--- src/rtl/imm_pkg.sv ---
// Shared encodings for the decode-stage immediate generator.
package imm_pkg;
  localparam int SEL_W = 3;

  localparam logic [SEL_W-1:0] IMM_I     = 3'b000;
  localparam logic [SEL_W-1:0] IMM_S     = 3'b001;
  localparam logic [SEL_W-1:0] IMM_B     = 3'b010;
  localparam logic [SEL_W-1:0] IMM_J     = 3'b011;
  localparam logic [SEL_W-1:0] IMM_U     = 3'b100;
  localparam logic [SEL_W-1:0] IMM_Z     = 3'b101;
  localparam logic [SEL_W-1:0] IMM_SHAMT = 3'b110;
  localparam logic [SEL_W-1:0] IMM_RSVD  = 3'b111;
endpackage

--- src/rtl/imm_decode.sv ---
// Combinational immediate extraction/extension for one RISC-V instruction word.
module imm_decode #(
  parameter int XLEN  = 32,
  parameter int SEL_W = 3
) (
  input  logic [31:0]      instr,
  input  logic [SEL_W-1:0] sel,
  output logic [XLEN-1:0]  value,
  output logic             rsvd
);
  import imm_pkg::*;

  logic [31:0] v32;
  logic        sx;

  // Build the 32-bit form first, then widen: sign formats replicate instr[31].
  always_comb begin
    v32  = '0;
    sx   = 1'b0;
    rsvd = 1'b0;
    case (sel)
      IMM_I:     begin v32 = {{20{instr[31]}}, instr[31:20]};                          sx = 1'b1; end
      IMM_S:     begin v32 = {{20{instr[31]}}, instr[31:25], instr[11:7]};             sx = 1'b1; end
      IMM_B:     begin v32 = {{19{instr[31]}}, instr[31], instr[7], instr[30:25],
                              instr[11:8], 1'b0};                                      sx = 1'b1; end
      IMM_J:     begin v32 = {{11{instr[31]}}, instr[31], instr[19:12], instr[20],
                              instr[30:21], 1'b0};                                     sx = 1'b1; end
      IMM_U:     begin v32 = {instr[31:12], 12'b0};                                    sx = 1'b1; end
      IMM_Z:     v32 = {27'b0, instr[19:15]};
      IMM_SHAMT: v32 = (XLEN == 64) ? {26'b0, instr[25:20]} : {27'b0, instr[24:20]};
      default:   rsvd = 1'b1;
    endcase
    value = sx ? XLEN'($signed(v32)) : XLEN'(v32);
  end
endmodule

--- src/rtl/imm_gen_pipe.sv ---
// Registered immediate generator: 1-cycle latency, output reg + skid reg behind valid/ready.
module imm_gen_pipe #(
  parameter int XLEN  = 32,
  parameter int SEL_W = 3
) (
  input  logic             CLK,
  input  logic             RST,
  input  logic             FLUSH,
  input  logic [31:0]      INSTR,
  input  logic [SEL_W-1:0] IMMSrc,
  input  logic             IN_VALID,
  output logic             IN_READY,
  output logic [XLEN-1:0]  IMMExt,
  output logic             OUT_VALID,
  input  logic             OUT_READY,
  output logic             ILLEGAL
);
  import imm_pkg::*;

  logic [XLEN-1:0] dec_val, out_q, skid_q;
  logic            dec_rsvd, out_vld, skid_full, ill_q;
  logic            acc, otx, out_free;

  imm_decode #(.XLEN(XLEN), .SEL_W(SEL_W)) u_dec (
    .instr (INSTR),
    .sel   (IMMSrc),
    .value (dec_val),
    .rsvd  (dec_rsvd)
  );

  // IN_READY comes straight from a flop, so OUT_READY never reaches it combinationally.
  assign IN_READY  = !skid_full;
  assign acc       = IN_VALID && IN_READY;
  assign otx       = out_vld && OUT_READY;
  assign out_free  = !out_vld || otx;
  assign IMMExt    = out_q;
  assign OUT_VALID = out_vld;
  assign ILLEGAL   = ill_q;

  always_ff @(posedge CLK) begin
    if (RST) begin
      out_q     <= '0;
      skid_q    <= '0;
      out_vld   <= 1'b0;
      skid_full <= 1'b0;
      ill_q     <= 1'b0;
    end else if (FLUSH) begin
      out_vld   <= 1'b0;
      skid_full <= 1'b0;
    end else begin
      if (acc && dec_rsvd) ill_q <= 1'b1;
      if (out_free) begin
        // Skid holds the older word, so it drains first; a new word backfills skid.
        if (skid_full) begin
          out_q     <= skid_q;
          out_vld   <= 1'b1;
          skid_full <= acc;
          if (acc) skid_q <= dec_val;
        end else if (acc) begin
          out_q   <= dec_val;
          out_vld <= 1'b1;
        end else begin
          out_vld <= 1'b0;
        end
      end else if (acc) begin
        skid_q    <= dec_val;
        skid_full <= 1'b1;
      end
    end
  end
endmodule

--- config.mk ---
export PLATFORM = sky130hd
export DESIGN_NAME = imm_gen_pipe
export DESIGN_NICKNAME = d
export VERILOG_FILES = /design/src/rtl/imm_pkg.sv /design/src/rtl/imm_decode.sv /design/src/rtl/imm_gen_pipe.sv
export SDC_FILE = /design/constraint.sdc
export NUM_CORES = 1
export LEC_CHECK = 0
export CORE_MARGIN = 4
export CORE_UTILIZATION = 43
export CTS_BUF_LIST = sky130_fd_sc_hd__clkbuf_8
export CTS_CLUSTER_DIAMETER = 60
export DETAILED_ROUTE_END_ITERATION = 7
export HOLD_SLACK_MARGIN = 0.12
export PLACE_DENSITY = 0.7
export SLEW_MARGIN = 20
export SYNTH_ARGS = -nofsm -noshare
export SYNTH_HDL_FRONTEND = slang
export SYNTH_SLANG_ARGS = --single-unit
export TNS_END_PERCENT = 20
--- constraint.sdc ---
create_clock -name CLK -period 4.1 [get_ports CLK]
set_input_delay 1.025 -clock CLK [delete_from_list [all_inputs] [get_ports CLK]]
set_output_delay 1.025 -clock CLK [all_outputs]
set_load 0.01 [all_outputs]
# ---- Yosys cells after proc, flatten, opt, wreduce, memory -nomap -nowiden
# Index checks and enable logic that the tools add are counted.
# W data, S select, Z words.
dict set report word_totals {
  register_bits 67
  input_bits 40
  output_inout_bits 35
  wordCells 39
}
dict set report classes {
  n_eq_ne 7
  muxes 12
  n_bitwise 1
  reduce_logical 14
}
# cell count
set op_table {}
lappend op_table {{$pmux W32 S7} 1}
lappend op_table {{$mux W32} 5}
lappend op_table {{$eq A3 B3 Y1 const B} 3}
lappend op_table {{$reduce_or A7 Y1} 1}
lappend op_table {{$eq A3 B2 Y1 const B} 2}
lappend op_table {{$mux W1} 6}
lappend op_table {{$reduce_and A2 Y1} 2}
lappend op_table {{$reduce_bool A2 Y1} 2}
lappend op_table {{$eq A3 B1 Y1 const B} 1}
lappend op_table {{$logic_and A1 B1 Y1} 3}
lappend op_table {{$logic_not A3 Y1} 1}
lappend op_table {{$reduce_and A3 Y1} 1}
lappend op_table {{$logic_not A1 Y1} 2}
lappend op_table {{$ne A2 B2 Y1 const B} 1}
lappend op_table {{$reduce_or A2 Y1} 1}
lappend op_table {{$logic_or A1 B1 Y1} 1}
lappend op_table {{$not A1 Y1} 1}

# ---- Longest topological paths before layout
# Gate-level depths: netlist of the first run.
dict set report depth {
  ltp_word 5
  mapped_depth 6
  depth_no_buf 4
}

# ---- Cells and area by module
# Synthesis of the first run repeated with hierarchy kept, for this count alone.
dict set report unflattened {
  hier_cells 382
  area_unflattened_um2 3798.6
}
# module n_inst cells_per_inst area_each_um2 seq_area_each_um2
set by_module_without_submodules {}
lappend by_module_without_submodules {imm_gen_pipe 1 300 3208.1 1341.3}
lappend by_module_without_submodules {imm_decode 1 82 590.6 0.0}

# ---- Worst setup path before layout of the first run
# OpenSTA, ideal clock, no wires.
dict set report synth_path {
  kind {in2reg}
  from {input OUT_READY}
  to {register out_q[3] (netlist: IMMExt[3])}
  setup_ns 0.073
  t_arrival_ns 2.148
  required_ns 4.027
  slack_ns 1.879
  cell_stages 6
  n_path_buf 2
  path_cell_list {nor2b_1 or3_1 buf_2 or3_4 buf_6 o211ai_2}
}
dict set report synth_via {
  elab_chain_len 3
}
# item line
set synth_lines {}
lappend synth_lines {{from (decl)} imm_gen_pipe.sv:15} ;# input logic OUT_READY,
lappend synth_lines {{$logic_and A1 B1 Y1} imm_gen_pipe.sv:34} ;# assign otx = out_vld && OUT_READY;
lappend synth_lines {{$logic_or A1 B1 Y1} imm_gen_pipe.sv:35} ;# assign out_free = !out_vld || otx;
lappend synth_lines {{$reduce_and A3 Y1 (no line)} -}
lappend synth_lines {{to (signal assigned)} imm_gen_pipe.sv:55} ;# out_q <= skid_q;
lappend synth_lines {{to (signal assigned)} imm_gen_pipe.sv:60} ;# out_q <= dec_val;
lappend synth_lines {{to (decl)} imm_gen_pipe.sv:20} ;# logic [XLEN-1:0] dec_val, out_q, skid_q;
# Every way passes these cells.
# A chain may end at the register's enable or synchronous reset.

# ---- Worst setup path in the final report of the first run
dict set report layout_path {
  from {input IMMSrc[1]}
  to {register out_q[23] (netlist: IMMExt[23])}
}
dict set report layout_via {
  elab_chain_len 4
  elab_cells_between_ends 10
  classes_between {6 x eq/ne; 3 x mux; 1 x reduce/logical}
}
# item line
set layout_lines {}
lappend layout_lines {{from (decl)} imm_gen_pipe.sv:10} ;# input logic [SEL_W-1:0] IMMSrc,
lappend layout_lines {{$eq A3 B3 Y1 (tied with other cells)} imm_decode.sv:21} ;# case (sel)
lappend layout_lines {{$pmux W32 S7 (*)} imm_decode.sv:21}
lappend layout_lines {{$mux W32 (*)} imm_gen_pipe.sv:59} ;# end else if (acc) begin
lappend layout_lines {{$mux W32 (*)} imm_gen_pipe.sv:54} ;# if (skid_full) begin
# Mark *: on every way between the ends. The rest lies on a longest branch, timed or not. The select of a mux whose other input is x is not followed.

==> summary.md, run 1 <==
| Metric | Value |
|---|---|
| Post-Syn Instances | 373 |
| Global-route wire length before repair | 13.99 mm |
| Drt total wl | 8.535 mm |
| Antenna viol nets, final | 0 |
| Yosys warning count | 0 |
| Power dissipated by switching net loads | 0.3727 mW |
| Via count of the first global-routing pass | 2813 |
| Run status | finished, final reports clean |
| Portion of total power attributed to sequential cells | 0.445 |
| Area after detailed placement | 4003 um2 |
| PwrDens | 361.4 nW/um2 |
| Max Slew Vio Count | 0 |
| TritonCTS clock tree | built |
| Post-route insts no fill | 524 |
| Tightest Pin Transition | 908.8 ps |
| Area of all placed cells without fillers | 4228 um2 |
| Placed Cells incl. Taps | 509 |
| Worst-path clk slew | 70 ps |
| Quantity of I/O buffers inserted on ports | 67 |
| Width of the chip | 95.53 um |
| Maximum buffer depth of the clock tree | 2 |
| Fraction of the cycle the final worst path needs | 0.7498 |
| Commonest non-fill, non-tap cells in the layout | 67 x dfxtp_1, 66 x clkdlybuf4s50_1, 46 x nor2_1 |
| Total Negative Setup Slacks | 0 ps |
| Clock buffers created by TritonCTS | 9 |
| Net count of the finished layout | 461 |
| CTS sink cnt | 67 |
| Final antenna diode count | 0 |
| Via/cell ratio | 5.681 |
| Final Critical Period | 3074 ps |
| Source-to-sink clock delay at the later pin of the worst-skew pair | 340 ps |
| Pin count of the biggest net entering global routing | 55 |
| Buf+Inv Stages, Crit Path | 1 |
| Row count | 31 |
| Hold path startpoint | skid_q[5]$_SDFFE_PP0P_ |
| Wirelength per Cell | 16.29 um |
| Crit path required time | 4330 ps |
| Fraction of final layout cells with drive strength greater than 1 | 0.1082 |
| Adder-Cell Fraction of Synth Area | 0 |
| F_max | 325.3 MHz |
| Total Power Consumption | 1.528 mW |
| Normalized max-slew margin | 0.3915 |
| Cell at the slowest stage of the critical path | nor3b_2 |
| Post-synthesis sequential element count | 67 |
| Worst-case vdd ir drop | 0.0002526 V |
| Maximum Capacitance Violations | 0 |
| Syn Nets | 413 |
| Full die area | 9126 um2 |
| Final hold violation count | 0 |
| Number of buffers inserted to repair setup after CTS | 0 |
| Syn avg cell area | 8.832 um2 |
| Starting DRC count in detailed routing | 183 |
| Post-Syn Area | 3294 um2 |
| Resize count post-CTS | 0 |
| Unique cell type count in the Yosys netlist | 39 |
| Number of filler instances in the final layout | 640 |
| Register area | 1341 um2 |
| Synth-to-layout area growth | 28.33% |
| Leak | 1.417 nW |
| Multi-input combinational cell area | 1780 um2 |
| Initial cell density of the core | 0.4494 |
| Setup slack at placement | 696.5 ps |
| H-Tree Level Count | 3 |
| Count of vias placed by the detailed router | 2977 |
| Most common library cell in the layout ignoring fill and taps | dfxtp_1 |
| Post-synthesis simple-gate area fraction | 0.2579 |
| Antenna violations before repair | 0 |
| Cell type group with the largest total delay on the critical path | simple AND/OR/NAND/NOR gates |
| Height of the die | 95.53 um |
| Clock group share of total power | 0.408 |
| Final HPWL from detailed placement | 5.757 mm |
| Highest fanout seen on the critical path | 13 |
| Final Setup Violations | 0 |
| Final core occ | 0.5767 |
| Area of the core | 7331 um2 |
| Switching share of power | 0.2440 |
| WS Path Type | primary input to flop |
| Worst clock skew | 7.106 ps |
| Global route total overflow | 0 |
| Post-route DRC violation count | 0 |
| Clk Tree Root Cell | clkbuf_8 |
| Hold crit path type | flop to flop |
| Start point of the critical path | IMMSrc[1] |
| Fraction of the mapped netlist area in compound gates | 0.2400 |
| Share of synthesized area occupied by flip-flops and latches | 0.4071 |
| Biggest cell delay along the critical path | 870 ps |
| Cell Int Power | 1.155 mW |
| Post-synthesis share of cell area spent on xor and xnor gates | 0.008355 |
| Final Worst Setup Slack | 1026 ps |
| First-pass detailed-route iteration total | 5 |
| Arrival time of the worst setup path | 3310 ps |
| RSZ-0062 raised after global routing | false |
| Global-route usage over all layers | 0.1964 |
| CP endpoint kind | flop |
| Smallest hold slack | 455.8 ps |
| CP Cell Sequence | clkdlybuf4s50_1, nor3b_2, a21oi_1, and2_1, o41ai_1 |
| IO Pins | 75 |
| Critical path startpoint category | primary input |
| Multiplexer area fraction after synthesis | 0.03266 |
| Global placer's final weighted congestion | 0.8132 |
| Start of the worst register-to-register path | skid_full$_SDFFE_PP0P_ |
| Combinational family with the most area after synthesis | simple AND/OR/NAND/NOR gates |
| Comb pwr share | 0.147 |
| Cts hold-fix bufs | 0 |
-- cells in the mapped netlist (all sizes together) --
| library cell | count | area share |
|---|---|---|
| a211o | 1 | 0.0027 |
| a211oi | 31 | 0.071 |
| a21oi | 37 | 0.056 |
| a22oi | 4 | 0.0091 |
| a31oi | 1 | 0.0019 |
| and2 | 13 | 0.025 |
| and3b | 1 | 0.0027 |
| and4b | 1 | 0.0030 |
| buf | 17 | 0.027 |
| clkbuf | 23 | 0.026 |
| dfxtp | 67 | 0.41 |
| inv | 1 | 0.0011 |
| mux2 | 6 | 0.021 |
| mux2i | 4 | 0.012 |
| nand2 | 12 | 0.014 |
| nand2b | 2 | 0.0038 |
| nand3 | 2 | 0.0030 |
| nand3b | 29 | 0.066 |
| nand4b | 12 | 0.032 |
| nor2 | 46 | 0.052 |
| nor2b | 6 | 0.011 |
| nor3 | 9 | 0.014 |
| nor3b | 8 | 0.020 |
| nor4 | 1 | 0.0019 |
| nor4b | 1 | 0.0027 |
| o211ai | 13 | 0.045 |
| o21a | 1 | 0.0023 |
| o21ai | 1 | 0.0015 |
| o22a | 7 | 0.019 |
| o311a | 1 | 0.0030 |
| o41ai | 11 | 0.029 |
| or3 | 3 | 0.0072 |
| xor2 | 1 | 0.0084 |
-- path summary, 6_finish.rpt --
check                                                to  slack [ps]  cells past startpoint
worst min register to register   skid_q[5]$_SDFFE_PP0P_         460                      2
worst max-delay path            IMMExt[23]$_SDFFE_PP0P_        1030                      5
worst max register to register   IMMExt[1]$_SDFFE_PP0P_        1920                      5
worst min-delay path             skid_q[5]$_SDFFE_PP0P_         460                      2
-- flip-flops by register name, indices dropped and copies added (netlist names) --
signal and flops:
IMMExt 32, skid_q 32, ILLEGAL 1, OUT_VALID 1, skid_full 1
-- kinds of logic after synthesis --
family,count (synthesis)
AND/OR/NAND/NOR,146
AO/OA/AOI/OAI,108
flip-flops,67
buffers and inverters,41
multiplexers,10
XOR/XNOR,1
-- worst min-delay path: cells and delay by family (launching register included) --
| kind | cells | cell delay, ps |
|---|---|---|
| AO/OA/AOI/OAI | 1 | 50 |
| flip-flops | 1 | 310 |
| AND/OR/NAND/NOR | 1 | 50 |
-- metal layers --
layer | wire length, um | track usage | vias to the layer above
li1 | - | - | 1471
met3 | 426 | 0.04341 | 6
met4 | 95 | 0.07820 | 0
met5 | 0 | 0 | -
met2 | 4118 | 0.3086 | 74
met1 | 3894 | 0.2611 | 1426
-- cell type report --
type | count | area share
sequential | 67 | 0.3173
clock inverter | 4 | 0.01746
timing repair buffer | 77 | 0.1782
inverter | 1 | 0.0008878
multi-input combinational | 265 | 0.4211
tap | 99 | 0.02930
clock buffer | 11 | 0.03581
-- power groups by stage --
stage	sequential, mW	combinational (mW)	clock [mW]
4_1_cts	0.681	0.225	0.633
3_3_place_gp	0.695	0.221	0
2_1_floorplan	0.702	0.119	0
6_report	0.681	0.224	0.623
5_1_grt	0.683	0.244	0.658
3_5_place_dp	0.696	0.224	0
(Power assumes the default switching activity.)
==> inputs of run 2 (changes only) <==
--- a/config.mk
+++ b/config.mk
@@ -11,7 +11,7 @@
 export CTS_CLUSTER_DIAMETER = 60
 export DETAILED_ROUTE_END_ITERATION = 7
 export HOLD_SLACK_MARGIN = 0.12
-export PLACE_DENSITY = 0.7
+export PLACE_DENSITY = 0.73
 export SLEW_MARGIN = 20
 export SYNTH_ARGS = -nofsm -noshare
 export SYNTH_HDL_FRONTEND = slang
==> constraint.sdc (replaced) <==
create_clock -name CLK -period 2.65 [get_ports CLK]
set_input_delay 0.6625 -clock CLK [delete_from_list [all_inputs] [get_ports CLK]]
set_output_delay 0.6625 -clock CLK [all_outputs]
set_load 0.01 [all_outputs]
==> summary.md, run 2 (same netlist as run 1, synthesis figures left out) <==
| Metric | Value |
|---|---|
| Max Slew Vio Count | 0 (unchanged) |
| RSZ-0062 raised after global routing | false (unchanged) |
| Run status | finished, final reports clean (unchanged) |
| Clock group share of total power | 0.373 (was 0.408) |
| Clock buffers created by TritonCTS | 9 (unchanged) |
| Power dissipated by switching net loads | 0.5727 mW (was 0.3727 mW) |
| Width of the chip | 95.53 um (unchanged) |
| Worst-path clk slew | 70 ps (about the same) |
| CP Cell Sequence | inv_1, clkdlybuf4s50_1 (was clkdlybuf4s50_1, nor3b_2, a21oi_1, and2_1, o41ai_1) |
| Row count | 31 (unchanged) |
| Commonest non-fill, non-tap cells in the layout | 67 x dfxtp_1, 66 x clkdlybuf4s50_1, 46 x nor2_1 (unchanged) |
| Cts hold-fix bufs | 0 (unchanged) |
| Smallest hold slack | 458.7 ps (was 455.8 ps) |
| Highest fanout seen on the critical path | 16 (was 13) |
| Pin count of the biggest net entering global routing | 55 (unchanged) |
| Global-route wire length before repair | 13.79 mm (was 13.99 mm) |
| Antenna violations before repair | 0 (unchanged) |
| Biggest cell delay along the critical path | 660 ps (was 870 ps) |
| Most common library cell in the layout ignoring fill and taps | dfxtp_1 (unchanged) |
| Resize count post-CTS | 0 (unchanged) |
| Final antenna diode count | 0 (unchanged) |
| Critical path startpoint category | flop (was primary input) |
| Count of vias placed by the detailed router | 2954 (was 2977) |
| First-pass detailed-route iteration total | 4 (was 5) |
| Final HPWL from detailed placement | 5.733 mm (was 5.757 mm) |
| Global placer's final weighted congestion | 0.8293 (was 0.8132) |
| PwrDens | 523.6 nW/um2 (was 361.4 nW/um2) |
| Full die area | 9126 um2 (unchanged) |
| Source-to-sink clock delay at the later pin of the worst-skew pair | 340 ps (about the same) |
| F_max | 438.8 MHz |
| Hold path startpoint | skid_q[9]$_SDFFE_PP0P_ (was skid_q[5]$_SDFFE_PP0P_) |
| Tightest Pin Transition | 528.7 ps (was 908.8 ps) |
| Comb pwr share | 0.158 (was 0.147) |
| Global-route usage over all layers | 0.1936 (was 0.1964) |
| Starting DRC count in detailed routing | 177 (was 183) |
| Worst-case vdd ir drop | 0.0002902 V (was 0.0002526 V) |
| Fraction of final layout cells with drive strength greater than 1 | 0.1284 (was 0.1082) |
| Height of the die | 95.53 um (unchanged) |
| Clk Tree Root Cell | clkbuf_8 (unchanged) |
| Area of the core | 7331 um2 (unchanged) |
| Total Negative Setup Slacks | 0 ps (unchanged) |
| Maximum Capacitance Violations | 0 (unchanged) |
| Net count of the finished layout | 471 (was 461) |
| Final hold violation count | 0 (unchanged) |
| H-Tree Level Count | 3 (unchanged) |
| Synth-to-layout area growth | 30.04% (was 28.33%) |
| Start of the worst register-to-register path | skid_full$_SDFFE_PP0P_ (unchanged) |
| Switching share of power | 0.2553 (was 0.2440) |
| Quantity of I/O buffers inserted on ports | 67 (unchanged) |
| Number of filler instances in the final layout | 658 (was 640) |
| Start point of the critical path | skid_full$_SDFFE_PP0P_ (was IMMSrc[1]) |
| Worst clock skew | 7.778 ps (was 7.106 ps) |
| Via/cell ratio | 5.521 (was 5.681) |
| Routed length on met1 | 3.827 mm (was 3.894 mm) |
| WS Path Type | flop to output pin (was primary input to flop) |
| Final Critical Period | 2279 ps |
| TritonCTS clock tree | built (unchanged) |
| Top metal layer carrying routed signals | met4 (unchanged) |
| Leak | 1.455 nW (was 1.417 nW) |
| Global route total overflow | 0 (unchanged) |
| Crit path required time | 1990 ps (was 4330 ps) |
| Multi-input combinational cell area | 1780 um2 (unchanged) |
| Fraction of the cycle the final worst path needs | 0.8599 |
| IO Pins | 75 (unchanged) |
| Hold crit path type | flop to flop (unchanged) |
| Cell Int Power | 1.671 mW (was 1.155 mW) |
| Arrival time of the worst setup path | 1620 ps (was 3310 ps) |
| Initial cell density of the core | 0.4494 (unchanged) |
| Register area | 1341 um2 (unchanged) |
| CP endpoint kind | output pin (was flop) |
| Buf+Inv Stages, Crit Path | 2 (was 1) |
| Antenna viol nets, final | 0 (unchanged) |
| Portion of total power attributed to sequential cells | 0.469 (was 0.445) |
| Detailed-routed wire length on met3 | 384 um (was 426 um) |
| Via count of the first global-routing pass | 2798 (was 2813) |
| Cell at the slowest stage of the critical path | dfxtp_1 (was nor3b_2) |
| Normalized max-slew margin | 0.6471 (was 0.3915) |
| Number of buffers inserted to repair setup after CTS | 0 (unchanged) |
| Total length of routed met2 wires | 3.881 mm (was 4.118 mm) |
| Wirelength per Cell | 15.47 um (was 16.29 um) |
| CTS sink cnt | 67 (unchanged) |
| Post-route DRC violation count | 0 (unchanged) |
| Cell type group with the largest total delay on the critical path | flip-flops (was simple AND/OR/NAND/NOR gates) |
| Maximum buffer depth of the clock tree | 2 (unchanged) |
| Final Setup Violations | 0 (unchanged) |
| Drt total wl | 8.277 mm (was 8.535 mm) |
-- run 2: per-layer routing --
metal / track usage / vias up
met5: 0 / -
met4: 0.07701 / 0
met3: 0.04025 / 18
met2: 0.3057 / 78
met1: 0.2574 / 1368
li1: - / 1490
-- run 2: path summary, 6_finish.rpt --
check                                  to  slack [ps]  cells past startpoint
setup reg to reg  IMMExt[23]$_SDFFE_PP0P_         650                      4
hold reg to reg    skid_q[9]$_SDFFE_PP0P_         460                      2
setup / recovery                 IN_READY         370                      2
hold / removal     skid_q[9]$_SDFFE_PP0P_         460                      2
-- run 2: worst min-delay path, stage by stage (launching register included) --
cell and delay (ps):
dfxtp_1 310, nand2_1 50, a21oi_1 50
-- run 2: area by class of cell --
| cell class | count | area share |
|---|---|---|
| inverter | 1 | 0.0008762 |
| tap | 99 | 0.02891 |
| multi-input combinational | 265 | 0.4156 |
| clock inverter | 6 | 0.01314 |
| sequential | 67 | 0.3131 |
| timing repair buffer | 87 | 0.1963 |
| clock buffer | 10 | 0.03213 |
-- run 2: metrics by stage --
| stage | cell area (um2) | setup slack (ps) | power, mW | util | instances |
|---|---|---|---|---|---|
| 2_1_floorplan | 3294 | 791.5 | 1.271 | - | 373 |
| 3_3_place_gp | 4090 | 175.0 | 1.426 | 0.5579 | 519 |
| 3_5_place_dp | 4090 | 112.6 | 1.430 | 0.5579 | 519 |
| 4_1_cts | 4284 | 352.5 | 2.275 | 0.5844 | 535 |
| 5_1_grt | 4284 | 205.6 | 2.348 | 0.5844 | 535 |
| 6_report | 4284 | 371.2 | 2.243 | 0.5844 | 535 |
-- run 2: power groups by stage --
stage               sequential [mW]  clock, mW  combinational [mW]
floorplan                      1.09          0               0.185
global placement               1.08          0               0.350
detailed placement             1.08          0               0.354
CTS                            1.05      0.866               0.356
global route                   1.06      0.904               0.387
finish                         1.05      0.837               0.353
==> inputs of run 3 (changes only) <==
--- a/config.mk
+++ b/config.mk
@@ -12,7 +12,7 @@
 export DETAILED_ROUTE_END_ITERATION = 7
 export HOLD_SLACK_MARGIN = 0.12
 export PLACE_DENSITY = 0.73
-export SLEW_MARGIN = 20
+export SLEW_MARGIN = 0
 export SYNTH_ARGS = -nofsm -noshare
 export SYNTH_HDL_FRONTEND = slang
 export SYNTH_SLANG_ARGS = --single-unit
==> results of run 3 <==
No change in the layout: final DEF, timing and power equal those of run 2.
